==> src/rtl/spi_master_pkg.sv <==
// rtl/spi_master_pkg.sv - register map, CTRL bit indices, FSM states and reset defaults for spi_master
package configure;

  localparam logic [31:0] spi_base_addr = 32'h0000_0000;
  localparam logic [31:0] spi_top_addr  = 32'h0000_001f;

  localparam logic [15:0] spi_div_reset_default = 16'd4;

  localparam logic [4:0] off_ctrl   = 5'h00;
  localparam logic [4:0] off_div    = 5'h04;
  localparam logic [4:0] off_txdata = 5'h08;
  localparam logic [4:0] off_rxdata = 5'h0c;
  localparam logic [4:0] off_status = 5'h10;

  localparam int ctrl_en_bit      = 0;
  localparam int ctrl_cs_hold_bit = 1;
  localparam int ctrl_ie_bit      = 2;

  typedef enum logic [1:0] {
    st_idle,
    st_lead,
    st_shift,
    st_trail
  } spi_state_e;

endpackage

==> src/rtl/spi_clkgen.sv <==
// rtl/spi_clkgen.sv - half-period counter; step pulses once every (div+1) cycles while running
module spi_clkgen (
  input  logic        clk,
  input  logic        rst,
  input  logic        start,
  input  logic        run,
  input  logic [15:0] div,
  output logic        step
);

  logic [15:0] div_q, div_d;
  logic [15:0] cnt_q, cnt_d;

  // The divider is captured at start so register writes only affect the next transfer.
  always_comb begin
    div_d = div_q;
    cnt_d = cnt_q;
    if (start) begin
      div_d = div;
      cnt_d = div;
    end else if (run) begin
      cnt_d = (cnt_q == 16'd0) ? div_q : cnt_q - 16'd1;
    end
  end

  assign step = run && !start && (cnt_q == 16'd0);

  always_ff @(posedge clk) begin
    if (!rst) begin
      div_q <= 16'd0;
      cnt_q <= 16'd0;
    end else begin
      div_q <= div_d;
      cnt_q <= cnt_d;
    end
  end

endmodule

==> src/rtl/spi_master.sv <==
// rtl/spi_master.sv - register-mapped SPI mode-0 byte master with bus decode, FSM and shifter
// Optional transfer-done interrupt output spi_irpt is built when SPI_IRPT_EN is defined.
module spi_master
  import configure::*;
#(
  parameter logic [15:0] spi_div_reset = spi_div_reset_default
) (
  input  logic        rst,
  input  logic        clk,
  input  logic        spi_valid,
  input  logic        spi_instr,
  input  logic [31:0] spi_addr,
  input  logic [31:0] spi_wdata,
  input  logic [3:0]  spi_wstrb,
  output logic [31:0] spi_rdata,
  output logic        spi_ready,
  output logic        spi_sclk,
  output logic        spi_mosi,
  input  logic        spi_miso,
  output logic        spi_cs_n
`ifdef SPI_IRPT_EN
  ,
  output logic        spi_irpt
`endif
);

  spi_state_e  state_q, state_d;
  logic        en_q, en_d, hold_q, hold_d, ie_q, ie_d;
  logic [15:0] div_q, div_d;
  logic [7:0]  tx_q, tx_d, rx_q, rx_d, rxdata_q, rxdata_d;
  logic        rxv_q, rxv_d;
  logic [3:0]  hcnt_q, hcnt_d;
  logic        sclk_q, sclk_d, mosi_q, mosi_d, cs_n_q, cs_n_d;
  logic        ready_q, ready_d;
  logic [31:0] rdata_q, rdata_d;
  logic        irpt_q, irpt_d;

  logic        wr, rd, start, step;
  logic [2:0]  sel;
  logic        unused_bus;

  assign unused_bus = ^{spi_instr, spi_addr[31:5], spi_addr[1:0], spi_wdata[31:16], spi_wstrb[3:2]};

  assign wr    = spi_valid && (spi_wstrb != 4'd0);
  assign rd    = spi_valid && (spi_wstrb == 4'd0);
  assign sel   = spi_addr[4:2];
  assign start = wr && spi_wstrb[0] && (sel == off_txdata[4:2]) && (state_q == st_idle) && en_q;

  spi_clkgen u_clkgen (
    .clk   (clk),
    .rst   (rst),
    .start (start),
    .run   (state_q != st_idle),
    .div   (div_q),
    .step  (step)
  );

  always_comb begin
    state_d  = state_q;
    en_d     = en_q;
    hold_d   = hold_q;
    ie_d     = ie_q;
    div_d    = div_q;
    tx_d     = tx_q;
    rx_d     = rx_q;
    rxdata_d = rxdata_q;
    rxv_d    = rxv_q;
    hcnt_d   = hcnt_q;
    sclk_d   = sclk_q;
    mosi_d   = mosi_q;
    ready_d  = spi_valid;
    rdata_d  = 32'd0;

    if (rd) begin
      case (sel)
        off_ctrl[4:2]:   rdata_d = {29'd0, ie_q, hold_q, en_q};
        off_div[4:2]:    rdata_d = {16'd0, div_q};
        off_rxdata[4:2]: rdata_d = {24'd0, rxdata_q};
        off_status[4:2]: rdata_d = {30'd0, rxv_q, state_q != st_idle};
        default:         rdata_d = 32'd0;
      endcase
    end

    if (wr && spi_wstrb[0] && (sel == off_ctrl[4:2])) begin
      en_d   = spi_wdata[ctrl_en_bit];
      hold_d = spi_wdata[ctrl_cs_hold_bit];
`ifdef SPI_IRPT_EN
      ie_d   = spi_wdata[ctrl_ie_bit];
`endif
    end
    if (wr && (&spi_wstrb[1:0]) && (sel == off_div[4:2])) begin
      div_d = spi_wdata[15:0];
    end
    if (rd && (sel == off_rxdata[4:2])) begin
      rxv_d = 1'b0;
    end

    // sclk is high on even SHIFT half-periods: rising edges sample miso, falling edges advance mosi.
    case (state_q)
      st_idle: begin
        if (start) begin
          state_d = st_lead;
          mosi_d  = spi_wdata[7];
          tx_d    = {spi_wdata[6:0], 1'b0};
          hcnt_d  = 4'd0;
        end
      end
      st_lead: begin
        if (step) begin
          state_d = st_shift;
          sclk_d  = 1'b1;
          rx_d    = {rx_q[6:0], spi_miso};
        end
      end
      st_shift: begin
        if (step) begin
          hcnt_d = hcnt_q + 4'd1;
          if (!hcnt_q[0]) begin
            sclk_d = 1'b0;
            mosi_d = tx_q[7];
            tx_d   = {tx_q[6:0], 1'b0};
          end else if (hcnt_q == 4'd15) begin
            state_d = st_trail;
          end else begin
            sclk_d = 1'b1;
            rx_d   = {rx_q[6:0], spi_miso};
          end
        end
      end
      st_trail: begin
        if (step) begin
          state_d  = st_idle;
          rxdata_d = rx_q;
          rxv_d    = 1'b1;
        end
      end
    endcase

    if ((state_q != st_idle) && !en_d) begin
      state_d  = st_idle;
      sclk_d   = 1'b0;
      rxdata_d = rxdata_q;
      rxv_d    = rxv_q;
    end

    cs_n_d = (state_d != st_idle) ? 1'b0 : ~(hold_d & en_d);
    irpt_d = ie_d & rxv_d;
  end

  always_ff @(posedge clk) begin
    if (!rst) begin
      state_q  <= st_idle;
      en_q     <= 1'b0;
      hold_q   <= 1'b0;
      ie_q     <= 1'b0;
      div_q    <= spi_div_reset;
      tx_q     <= 8'd0;
      rx_q     <= 8'd0;
      rxdata_q <= 8'd0;
      rxv_q    <= 1'b0;
      hcnt_q   <= 4'd0;
      sclk_q   <= 1'b0;
      mosi_q   <= 1'b0;
      cs_n_q   <= 1'b1;
      ready_q  <= 1'b0;
      rdata_q  <= 32'd0;
      irpt_q   <= 1'b0;
    end else begin
      state_q  <= state_d;
      en_q     <= en_d;
      hold_q   <= hold_d;
      ie_q     <= ie_d;
      div_q    <= div_d;
      tx_q     <= tx_d;
      rx_q     <= rx_d;
      rxdata_q <= rxdata_d;
      rxv_q    <= rxv_d;
      hcnt_q   <= hcnt_d;
      sclk_q   <= sclk_d;
      mosi_q   <= mosi_d;
      cs_n_q   <= cs_n_d;
      ready_q  <= ready_d;
      rdata_q  <= rdata_d;
      irpt_q   <= irpt_d;
    end
  end

  assign spi_rdata = rdata_q;
  assign spi_ready = ready_q;
  assign spi_sclk  = sclk_q;
  assign spi_mosi  = mosi_q;
  assign spi_cs_n  = cs_n_q;
`ifdef SPI_IRPT_EN
  assign spi_irpt  = irpt_q;
`else
  logic unused_irpt;
  assign unused_irpt = irpt_q;
`endif

endmodule

==> config.mk <==
export PLATFORM = sky130hd
export DESIGN_NAME = spi_master
export DESIGN_NICKNAME = d
export VERILOG_FILES = /design/src/rtl/spi_master_pkg.sv /design/src/rtl/spi_clkgen.sv /design/src/rtl/spi_master.sv
export SDC_FILE = /design/constraint.sdc
export NUM_CORES = 1
export LEC_CHECK = 0
export BUFFER_PORTS_ARGS = -buffer_cell sky130_fd_sc_hd__buf_2
export CAP_MARGIN = 10
export CORE_UTILIZATION = 55
export DETAILED_ROUTE_END_ITERATION = 7
export PLACE_DENSITY = 0.8
export SLEW_MARGIN = 20
export SYNTH_ARGS = -nofsm -noshare
export SYNTH_HDL_FRONTEND = slang
export SYNTH_SLANG_ARGS = --single-unit
==> constraint.sdc <==
create_clock -name clk -period 4.7 [get_ports clk]
set_clock_uncertainty 0.15 [all_clocks]
set_input_delay 0.94 -clock clk [delete_from_list [all_inputs] [get_ports clk]]
set_output_delay 0.94 -clock clk [all_outputs]
set_load 0.02 [all_outputs]
## Yosys cells after proc, flatten, opt, wreduce, memory -nomap -nowiden

Cells that the tools add are included.

- Memories kept: 0
- Logic and storage cells: 109
- Bits in read-only memories: 0
- Bits in latches: 0
- Input port bits: 73
- Bits in writable memories: 0
- Output and inout port bits: 36
- Flip-flop bits (word level): 117

- Eq/ne operators: 15
- Add/sub/neg operators: 2
- Divide/modulo/power cells: 0
- Bitwise gates (word level): 4
- Shifts and indexed selects: 0
- Muxes and demuxes: 39
- Order comparisons: 0
- Multipliers: 0
- Reduce and logical (&&, ||, !) cells: 33

Operator list:

| kind | count |
|---|---|
| $pmux 16 s4 | 1 |
| $mux 8 | 7 |
| $mux 16 | 3 |
| $pmux 8 s2 | 2 |
| $logic_not 16->1 | 1 |
| $sub 16x1->16 const B | 1 |
| $mux 2 | 7 |
| $logic_and 1x1->1 | 13 |
| $mux 1 | 13 |
| $ne 2x2->1 const B | 5 |
| $reduce_bool 2->1 | 5 |
| $mux 4 | 2 |
| $pmux 2 s4 | 1 |
| $pmux 4 s2 | 1 |
| $reduce_and 4->1 | 2 |
| $eq 3x2->1 const B | 2 |
| $reduce_and 3->1 | 2 |
| $reduce_and 5->1 | 1 |
| $add 4x1->4 const B | 1 |
| $eq 2x2->1 const B | 2 |
| $eq 4x4->1 const B | 1 |
| $logic_not 4->1 | 1 |
| $pmux 1 s2 | 2 |
| $reduce_and 2->1 | 2 |
| other kinds (12) | 15 |

## Longest topological paths before layout

Gate-level depths: netlist of the first run.

- Word-level depth: 14
- Mapped depth: 9
- Gate-level depth less buffers: 7

## By module

A second synthesis of the first run with hierarchy kept.

- Cells, all modules: 541
- Area total of the unflattened synthesis: 4878.4 um^2

Modules (own cells, without submodules):

| module | cells an instance | times used | area each (um^2) |
|---|---|---|---|
| spi_master | 330 | 1 | 2996.6 |
| spi_clkgen | 211 | 1 | 1881.8 |

## Worst setup path after synthesis of the first run

Ideal clock, no wire load.

- Path type: input-to-reg
- Start point: in spi_addr[3]
- End point: reg div_q[2]
- Arrival time: 2123 ps
- Setup time: 130 ps
- Stages on the path: 5
- Path slack: 2297 ps
- Required time: 4420 ps
- Cells stage by stage: clkbuf_1 nor3_2 buf_4 mux2i_1 nand2_1

- Word-level cells in the longest chain between the ends: 2

Ends and longest elaborated chain:

| element | line | text |
|---|---|---|
| from (decl) | spi_master.sv:12 | `input logic [31:0] spi_addr,` |
| $eq 3x1->1 | spi_master.sv:91 | `if (wr && (&spi_wstrb[1:0]) && (sel == off_div[4:2])) begin` |
| $logic_and 1x1->1 | spi_master.sv:91 |  |
| to (signal assigned) | spi_master.sv:156 | `div_q <= spi_div_reset;` |
| to (signal assigned) | spi_master.sv:173 | `div_q <= div_d;` |
| to (decl) | spi_master.sv:29 | `logic [15:0] div_q, div_d;` |

No other way between the ends.
A chain may end at the register's enable or synchronous reset.

## Final worst setup path of the first run

- Start point: reg u_clkgen.cnt_q[2]
- End point: reg rxdata_q[2]

- Word-level cells in the longest chain between the ends: 3

Ends and longest elaborated chain:

| element | line | text |
|---|---|---|
| from (decl) | spi_clkgen.sv:12 | `logic [15:0] cnt_q, cnt_d;` |
| from (signal assigned) | spi_clkgen.sv:34 | `cnt_q <= cnt_d;` |
| $logic_not 16->1 | spi_clkgen.sv:26 | `assign step = run && !start && (cnt_q == 16'd0);` |
| $logic_and 1x1->1 | spi_clkgen.sv:26 |  |
| $reduce_and 3->1 (no source line) | -- |  |
| to (signal assigned) | spi_master.sv:176 | `rxdata_q <= rxdata_d;` |
| to (decl) | spi_master.sv:30 | `logic [7:0] tx_q, tx_d, rx_q, rx_d, rxdata_q, rxdata_d;` |

No other way between the ends.

==> reports/results.tsv, run 1 <==
stage	metric	value	unit
synth	Netlist cell types	62	
clock_network	Clock Sinks	100	
grt	total gr overflow	0	
routing	Routed WL	10440	um
grt	largest net degree at the start of global routing	38	
placed_design	placer congestion estimate	0.9229	
final_layout	number of antenna diodes	0	
timing	setup tns final	0	ps
synth	asr flop ratio synth	0	
floorplanning	core area	8258	um^2
synth	number of synthesized flops with an enable pin	0	
critical_path	FF-to-FF End	rxdata_q[2]	
status	outcome	complete, no violations	
routing	DR vias/cell	5.747	
clock_network	TritonCTS buffer count	9	
power	NetSw	0.3709	mW
routing	1st-pass router iterations	5	
power	worst vdd ir	0.0002149	V
power	Switching Fraction	0.2477	
routing	DRC Markers	0	
synth	Mapped Cells	520	
min_path	worst min path class	flip-flop to flip-flop	
timing	Max Slew Vio Count	0	
grt	initial antenna violation count	0	
clock_network	setup repair bufs after CTS	0	
power	P_leak	2.247	nW
clock_network	CTS tree	done	
routing	DR iter-0 viols	214	
placed_design	Port Buffers	46	
grt	total track usage	0.2425	
timing	Rel. slew slack	0.3421	
synth	leading area contributor after synthesis	dfxtp_1	
synth	area share of the largest cell type after synthesis	0.4259	
timing	RSZ-0062 raised after global routing	false	
synth	Avg Cell Area, Syn	9.040	um^2
critical_path	required time worst endpoint	4790	ps
synth	Synth Register Bits	100	
power	clock share of power	0.392	
synth	Seq/Total Area, Yosys	0.4259	
synth	Main synth FF type	dfxtp_1	
timing	worst slew pin tran	986.9	ps
routing	Vias	3799	
grt	vias in the first global route	3619	
synth	synth top area cells	dfxtp_1, mux2i_1, nand2_1, nor2_1, a21oi_1	
final_layout	Layout Nets	631	
clock_network	Clock Tree Root	clkbuf_8	
power	total power	1.497	mW
final_layout	Finished Cell Area	5114	um^2
critical_path	R2R setup slack	1550	ps
clock_network	CTS-repair resized insts	0	
final_layout	most frequent cells in the layout	dfxtp_1, mux2i_1, nand2_1	
clock_network	CTS max path bufs	2	
power	Internal	1.126	mW
routing	WL per Instance	15.79	um
critical_path	CP Capture Point	rxdata_q[2]	
critical_path	Reg2Reg Launch Point	u_clkgen.cnt_q[2]	
final_layout	commonest non-fill, non-tap cell in the layout	dfxtp_1	
timing	Min Hold Slack	312.7	ps
critical_path	CP Launch Type	flip-flop	
routing	Routed Antenna Nets	0	
clock_network	Worst-path clk slew	100	ps
clock_network	H-Tree Depth	3	
floorplanning	IO Pins	109	
final_layout	fillers	716	
power	Comb power frac	0.040	
final_layout	share of cells above drive strength 1	0.1601	
timing	Final Cycle Share	0.6701	
timing	Fmax	317.5	MHz
timing	Finish-stage setup viols	0	
synth	yosys warns	0	
clock_network	worst-skew pair later-pin latency	370	ps
job	Max-Cap Viols	0	
floorplanning	Initial Util	0.5692	
timing	endpoints failing hold	0	
floorplanning	Rows	33	
critical_path	Max FO, Critical Path	14	
critical_path	R2R depth	6	
power	power density of the placed cells	292.8	nW/um^2
floorplanning	Die H	94.45	um
placed_design	hpwl dp	7061	um
clock_network	Hold Buf Count CTS	0	
synth	cell area after synthesis	4701	um^2
final_layout	area grow syn2layout	8.784	%
power	register share of total power	0.568	
floorplanning	die area	8921	um^2
critical_path	crit path from	u_clkgen.cnt_q[2]	
critical_path	kind of critical path	flip-flop to flip-flop	
critical_path	WP data arrival	3240	ps
grt	first-pass GRT wire length	16820	um
placed_design	DP Area	4886	um^2
floorplanning	DIE WIDTH	94.45	um
critical_path	Setup crit end kind	flip-flop	
timing	Tmin final	3149	ps
==> cells in the mapped netlist (5+ instances only) <==
library cell    n
xor2_1          5
o211a_1         7
nor2_1         57
buf_4          20
and2_1         11
nand3_1        10
nor3_1         12
dfxtp_1       100
ha_1            7
a211oi_1       13
nand2_1        59
clkbuf_1       19
buf_2           6
mux2i_1        62
a31oi_1         5
inv_1          12
a21oi_1        32
o21ai_0        12
==> routing by layer <==
layer	up-vias	global-route usage	wire length [um]
met5	-	0	0
met4	0	0.1149	299
met3	28	0.05395	462
met2	112	0.4263	5194
met1	1801	0.2780	4481
li1	1858	-	-
==> cell families (layout without fill, tap and decap cells) <==
group / after synthesis / count (layout) / share of synthesized area
other: 1 / 16 / 0.0007977
XOR/XNOR: 9 / 9 / 0.01677
AO/OA/AOI/OAI: 95 / 95 / 0.1403
flip-flops: 100 / 100 / 0.4259
AND/OR/NAND/NOR: 186 / 186 / 0.1951
multiplexers: 63 / 63 / 0.1344
buffers and inverters: 59 / 80 / 0.06814
adder cells (fa/ha/maj): 7 / 7 / 0.01863
==> power by group through the flow <==
stage	clock network [mW]	registers (mW)	logic, mW
finish	0.586	0.850	0.0603
CTS	0.596	0.850	0.0600
floorplan	0	0.870	0.0486
detailed placement	0	0.870	0.0597
global route	0.626	0.851	0.0651
global placement	0	0.870	0.0583
==> layout make-up <==
cell class	count	area, um^2	share of cell area
clock buffers	9	123.9	0.02422
well taps	105	131.4	0.02569
multi-input cells	376	2440	0.4771
clock inverters	7	98.84	0.01933
repair buffers	52	272.8	0.05334
inverters	12	45.04	0.008808
flip-flops and latches	100	2002	0.3915
==> worst max-delay path: stages, from the launching register on <==
cell and delay, ps:
dfxtp_1 400, nor4_2 850, and4_1 670, o211ai_1 440, buf_2 300, mux2i_1 160
nor2_1 60
==> registers in the layout, summed over array words and instances, names as in the netlist, 4 cells and up <==
| name | flops |
|---|---|
| rx_q | 8 |
| spi_rdata | 16 |
| u_clkgen.div_q | 16 |
| div_q | 16 |
| u_clkgen.cnt_q | 16 |
| rxdata_q | 8 |
| tx_q | 7 |
| hcnt_q | 4 |
==> metrics by stage <==
| step | utilization | setup slack [ps] | cells |
|---|---|---|---|
| floorplan | - | 2297 | 535 |
| global placement | 0.5917 | 1622 | 644 |
| detailed placement | 0.5917 | 1557 | 644 |
| CTS | 0.6186 | 1587 | 660 |
| global route | 0.6192 | 1365 | 661 |
| finish | 0.6192 | 1551 | 661 |
==> worst min path at each step <==
stage | from | to | slack (ps) | cells after the start
2_1_floorplan | u_clkgen.div_q[12] | u_clkgen.div_q[12] | 280 | 2
3_3_place_gp | u_clkgen.div_q[12] | u_clkgen.div_q[12] | 290 | 2
3_5_place_dp | u_clkgen.div_q[0] | u_clkgen.div_q[0] | 300 | 2
4_1_cts | u_clkgen.div_q[2] | u_clkgen.div_q[2] | 310 | 2
5_1_grt | u_clkgen.div_q[2] | u_clkgen.div_q[2] | 330 | 2
6_report | u_clkgen.div_q[2] | u_clkgen.div_q[2] | 310 | 2
No activity file was read; power rests on OpenSTA's default activity.
==> run 2: changes to the inputs <==
--- a/config.mk
+++ b/config.mk
@@ -7,9 +7,9 @@
 export LEC_CHECK = 0
 export BUFFER_PORTS_ARGS = -buffer_cell sky130_fd_sc_hd__buf_2
 export CAP_MARGIN = 10
-export CORE_UTILIZATION = 55
+export CORE_UTILIZATION = 49
 export DETAILED_ROUTE_END_ITERATION = 7
-export PLACE_DENSITY = 0.8
+export PLACE_DENSITY = 0.76
 export SLEW_MARGIN = 20
 export SYNTH_ARGS = -nofsm -noshare
 export SYNTH_HDL_FRONTEND = slang
==> constraint.sdc (replaced) <==
create_clock -name clk -period 2.7 [get_ports clk]
set_clock_uncertainty 0.15 [all_clocks]
set_input_delay 0.54 -clock clk [delete_from_list [all_inputs] [get_ports clk]]
set_output_delay 0.54 -clock clk [all_outputs]
set_load 0.02 [all_outputs]
==> run 2 against run 1 <==
  * Worst hold slack got worse by 43 ps
  * Largest cell class unchanged
  * Count of clock-buffer cells in the layout rose by 2
  * Routed wire length fell by 2.4%
  * First-iteration DRC count fell by 13%
  * Largest power group unchanged
  * Final cell count rose by 5.0%
  * Die area rose by 12%
  * Clock power rose by 69%
  * Sequential power rose by 74%
  * Utilization fell by 5.8 points
  * Power rose by 72%
==> reports/results.tsv, run 2 (synthesis results as in run 1) <==
stage	metric	value	unit	change
routing	Routed Antenna Nets	0		unchanged
placed_design	DP Area	5004	um^2	was 4886 um^2
critical_path	Max FO, Critical Path	8		was 14
placed_design	DP Cell Count	678		was 644
grt	GRT met1 Usage	0.2646		was 0.2780
clock_network	H-Tree Depth	3		unchanged
grt	first-pass GRT wire length	17000	um	was 16820 um
routing	1st-pass router iterations	5		unchanged
critical_path	Reg2Reg Launch Point	state_q[1]		was u_clkgen.cnt_q[2]
timing	RSZ-0062 raised after global routing	false		unchanged
critical_path	crit-path max cell delay	460	ps	was 850 ps
critical_path	Slowest-stage cell, CP	and4_1		was nor4_2
placed_design	placer congestion estimate	0.8957		was 0.9229
clock_network	setup repair bufs after CTS	0		unchanged
critical_path	required time worst endpoint	2790	ps	was 4790 ps
grt	met2 track demand over resource	0.3809		was 0.4263
placed_design	DP Worst Slack	258.0	ps	was 1557 ps
timing	Max Slew Vio Count	0		unchanged
final_layout	share of cells above drive strength 1	0.1717		was 0.1601
final_layout	number of antenna diodes	0		unchanged
routing	Routed WL	10180	um	was 10440 um
timing	Final Cycle Share	0.9196		was 0.6701
critical_path	R2R depth	7		was 6
critical_path	crit path from	state_q[1]		was u_clkgen.cnt_q[2]
routing	DRC Markers	0		unchanged
routing	Vias	3757		was 3799
clock_network	CTS tree	done		unchanged
status	outcome	complete, no violations		unchanged
min_path	worst min path class	primary input to flip-flop		was flip-flop to flip-flop
critical_path	most used cell, CP	a211oi_1		
floorplanning	core area	9284	um^2	was 8258 um^2
grt	GRT Max-Usage Layer	met2		unchanged
clock_network	Clock Tree Root	clkbuf_8		unchanged
timing	Setup WS post-layout	217.1	ps	was 1551 ps
min_path	worst hold path startpoint	spi_miso		was u_clkgen.div_q[2]
timing	Fmax	402.8	MHz	was 317.5 MHz
timing	Finish-stage setup viols	0		unchanged
floorplanning	Die H	99.95	um	was 94.45 um
floorplanning	die area	9989	um^2	was 8921 um^2
clock_network	CTS-repair resized insts	0		unchanged
final_layout	area grow syn2layout	10.89	%	was 8.784%
power	power density of the placed cells	495.0	nW/um^2	was 292.8 nW/um^2
floorplanning	Initial Util	0.5063		was 0.5692
grt	largest net degree at the start of global routing	48		was 38
grt	total track usage	0.2154		was 0.2425
floorplanning	DIE WIDTH	99.95	um	was 94.45 um
timing	worst slew pin tran	697.6	ps	was 986.9 ps
placed_design	Port Buffers	46		unchanged
routing	DR vias/cell	5.414		was 5.747
grt	total gr overflow	0		unchanged
final_layout	Finished Cell Area	5213	um^2	was 5114 um^2
clock_network	Hold Buf Count CTS	0		unchanged
routing	DR iter-0 viols	187		was 214
critical_path	CP Capture Point	spi_cs_n		was rxdata_q[2]
floorplanning	Rows	35		was 33
final_layout	most frequent cells in the layout	dfxtp_1, mux2i_1, nand2_1		unchanged
clock_network	CTS max path bufs	2		unchanged
clock_network	Clock Sinks	100		unchanged
power	P_leak	2.298	nW	was 2.247 nW
critical_path	R2R setup slack	220	ps	was 1550 ps
grt	met3 usage	0.04596		was 0.05395
critical_path	WP data arrival	2570	ps	was 3240 ps
critical_path	FF-to-FF End	spi_cs_n		was rxdata_q[2]
floorplanning	IO Pins	109		unchanged
placed_design	hpwl dp	7145	um	was 7061 um
timing	setup tns final	0	ps	unchanged
critical_path	kind of critical path	flip-flop to flip-flop		unchanged
timing	endpoints failing hold	0		unchanged
timing	Rel. slew slack	0.5349		was 0.3421
job	Max-Cap Viols	0		unchanged
critical_path	Setup crit end kind	flip-flop		unchanged
clock_network	worst-skew pair later-pin latency	360	ps	was 370 ps
final_layout	Layout Nets	640		was 631
grt	initial antenna violation count	0		unchanged
power	worst vdd ir	0.0004631	V	was 0.0002149 V
timing	Tmin final	2483	ps	was 3149 ps
grt	vias in the first global route	3508		was 3619
final_layout	commonest non-fill, non-tap cell in the layout	dfxtp_1		unchanged
clock_network	Worst-path clk slew	110	ps	was 100 ps
critical_path	crit-path cells	inv_1, ha_1, nor4b_1, and4_1, nand3_1, a211oi_1, a211oi_1		was nor4_2, and4_1, o211ai_1, buf_2, mux2i_1, nor2_1
routing	WL per Instance	14.67	um	was 15.79 um
final_layout	post-route insts no fill	694		was 661
critical_path	CP Launch Type	flip-flop		unchanged
clock_network	TritonCTS buffer count	9		unchanged
==> run 2: through the flow <==
| step | util | power, mW | hold slack [ps] |
|---|---|---|---|
| 6_report | 0.5615 | 2.580 | 269.6 |
| 3_3_place_gp | 0.5389 | 1.620 | 290.7 |
| 4_1_cts | 0.5615 | 2.604 | 260.8 |
| 3_5_place_dp | 0.5389 | 1.621 | 296.5 |
| 2_1_floorplan | - | 1.599 | 283.2 |
| 5_1_grt | 0.5615 | 2.676 | 262.3 |
==> run 2: routing by layer <==
layer	routed length (um)	part of all wire
met1	4361	0.43
met2	5234	0.51
met3	468	0.046
met4	119	0.012
met5	0	0
==> run 2: where the power goes <==
group	internal [mW]	switching [mW]
sequential	1.48	0.00314
clock	0.468	0.525
combinational	0.0329	0.0745
==> run 2: layout make-up <==
type                            count  area [um^2]
Clock buffer                       11        141.4
Multi-Input combinational cell    376         2440
Inverter                           12        45.04
Sequential cell                   100         2002
Fill cell                         853         4071
Clock inverter                      5        67.56
Timing Repair Buffer               61        355.3
Tap cell                          129        161.4
==> run 2: critical path, delay by kind of cell (launching register included) <==
family	cells	cell delay (ps)
buf+inv	1	100
flops	1	410
compound gates	2	500
fa+ha+maj	1	310
simple gates	3	880
==> run 2: worst min-delay path by stage <==
| stage | end | slack, ps | depth (start not counted) |
|---|---|---|---|
| 6_report | rx_q[0] | 270 | 3 |
| 2_1_floorplan | u_clkgen.div_q[12] | 280 | 2 |
| 4_1_cts | rx_q[0] | 260 | 3 |
| 3_5_place_dp | u_clkgen.div_q[4] | 300 | 2 |
| 5_1_grt | div_q[10] | 260 | 3 |
| 3_3_place_gp | u_clkgen.div_q[5] | 290 | 2 |
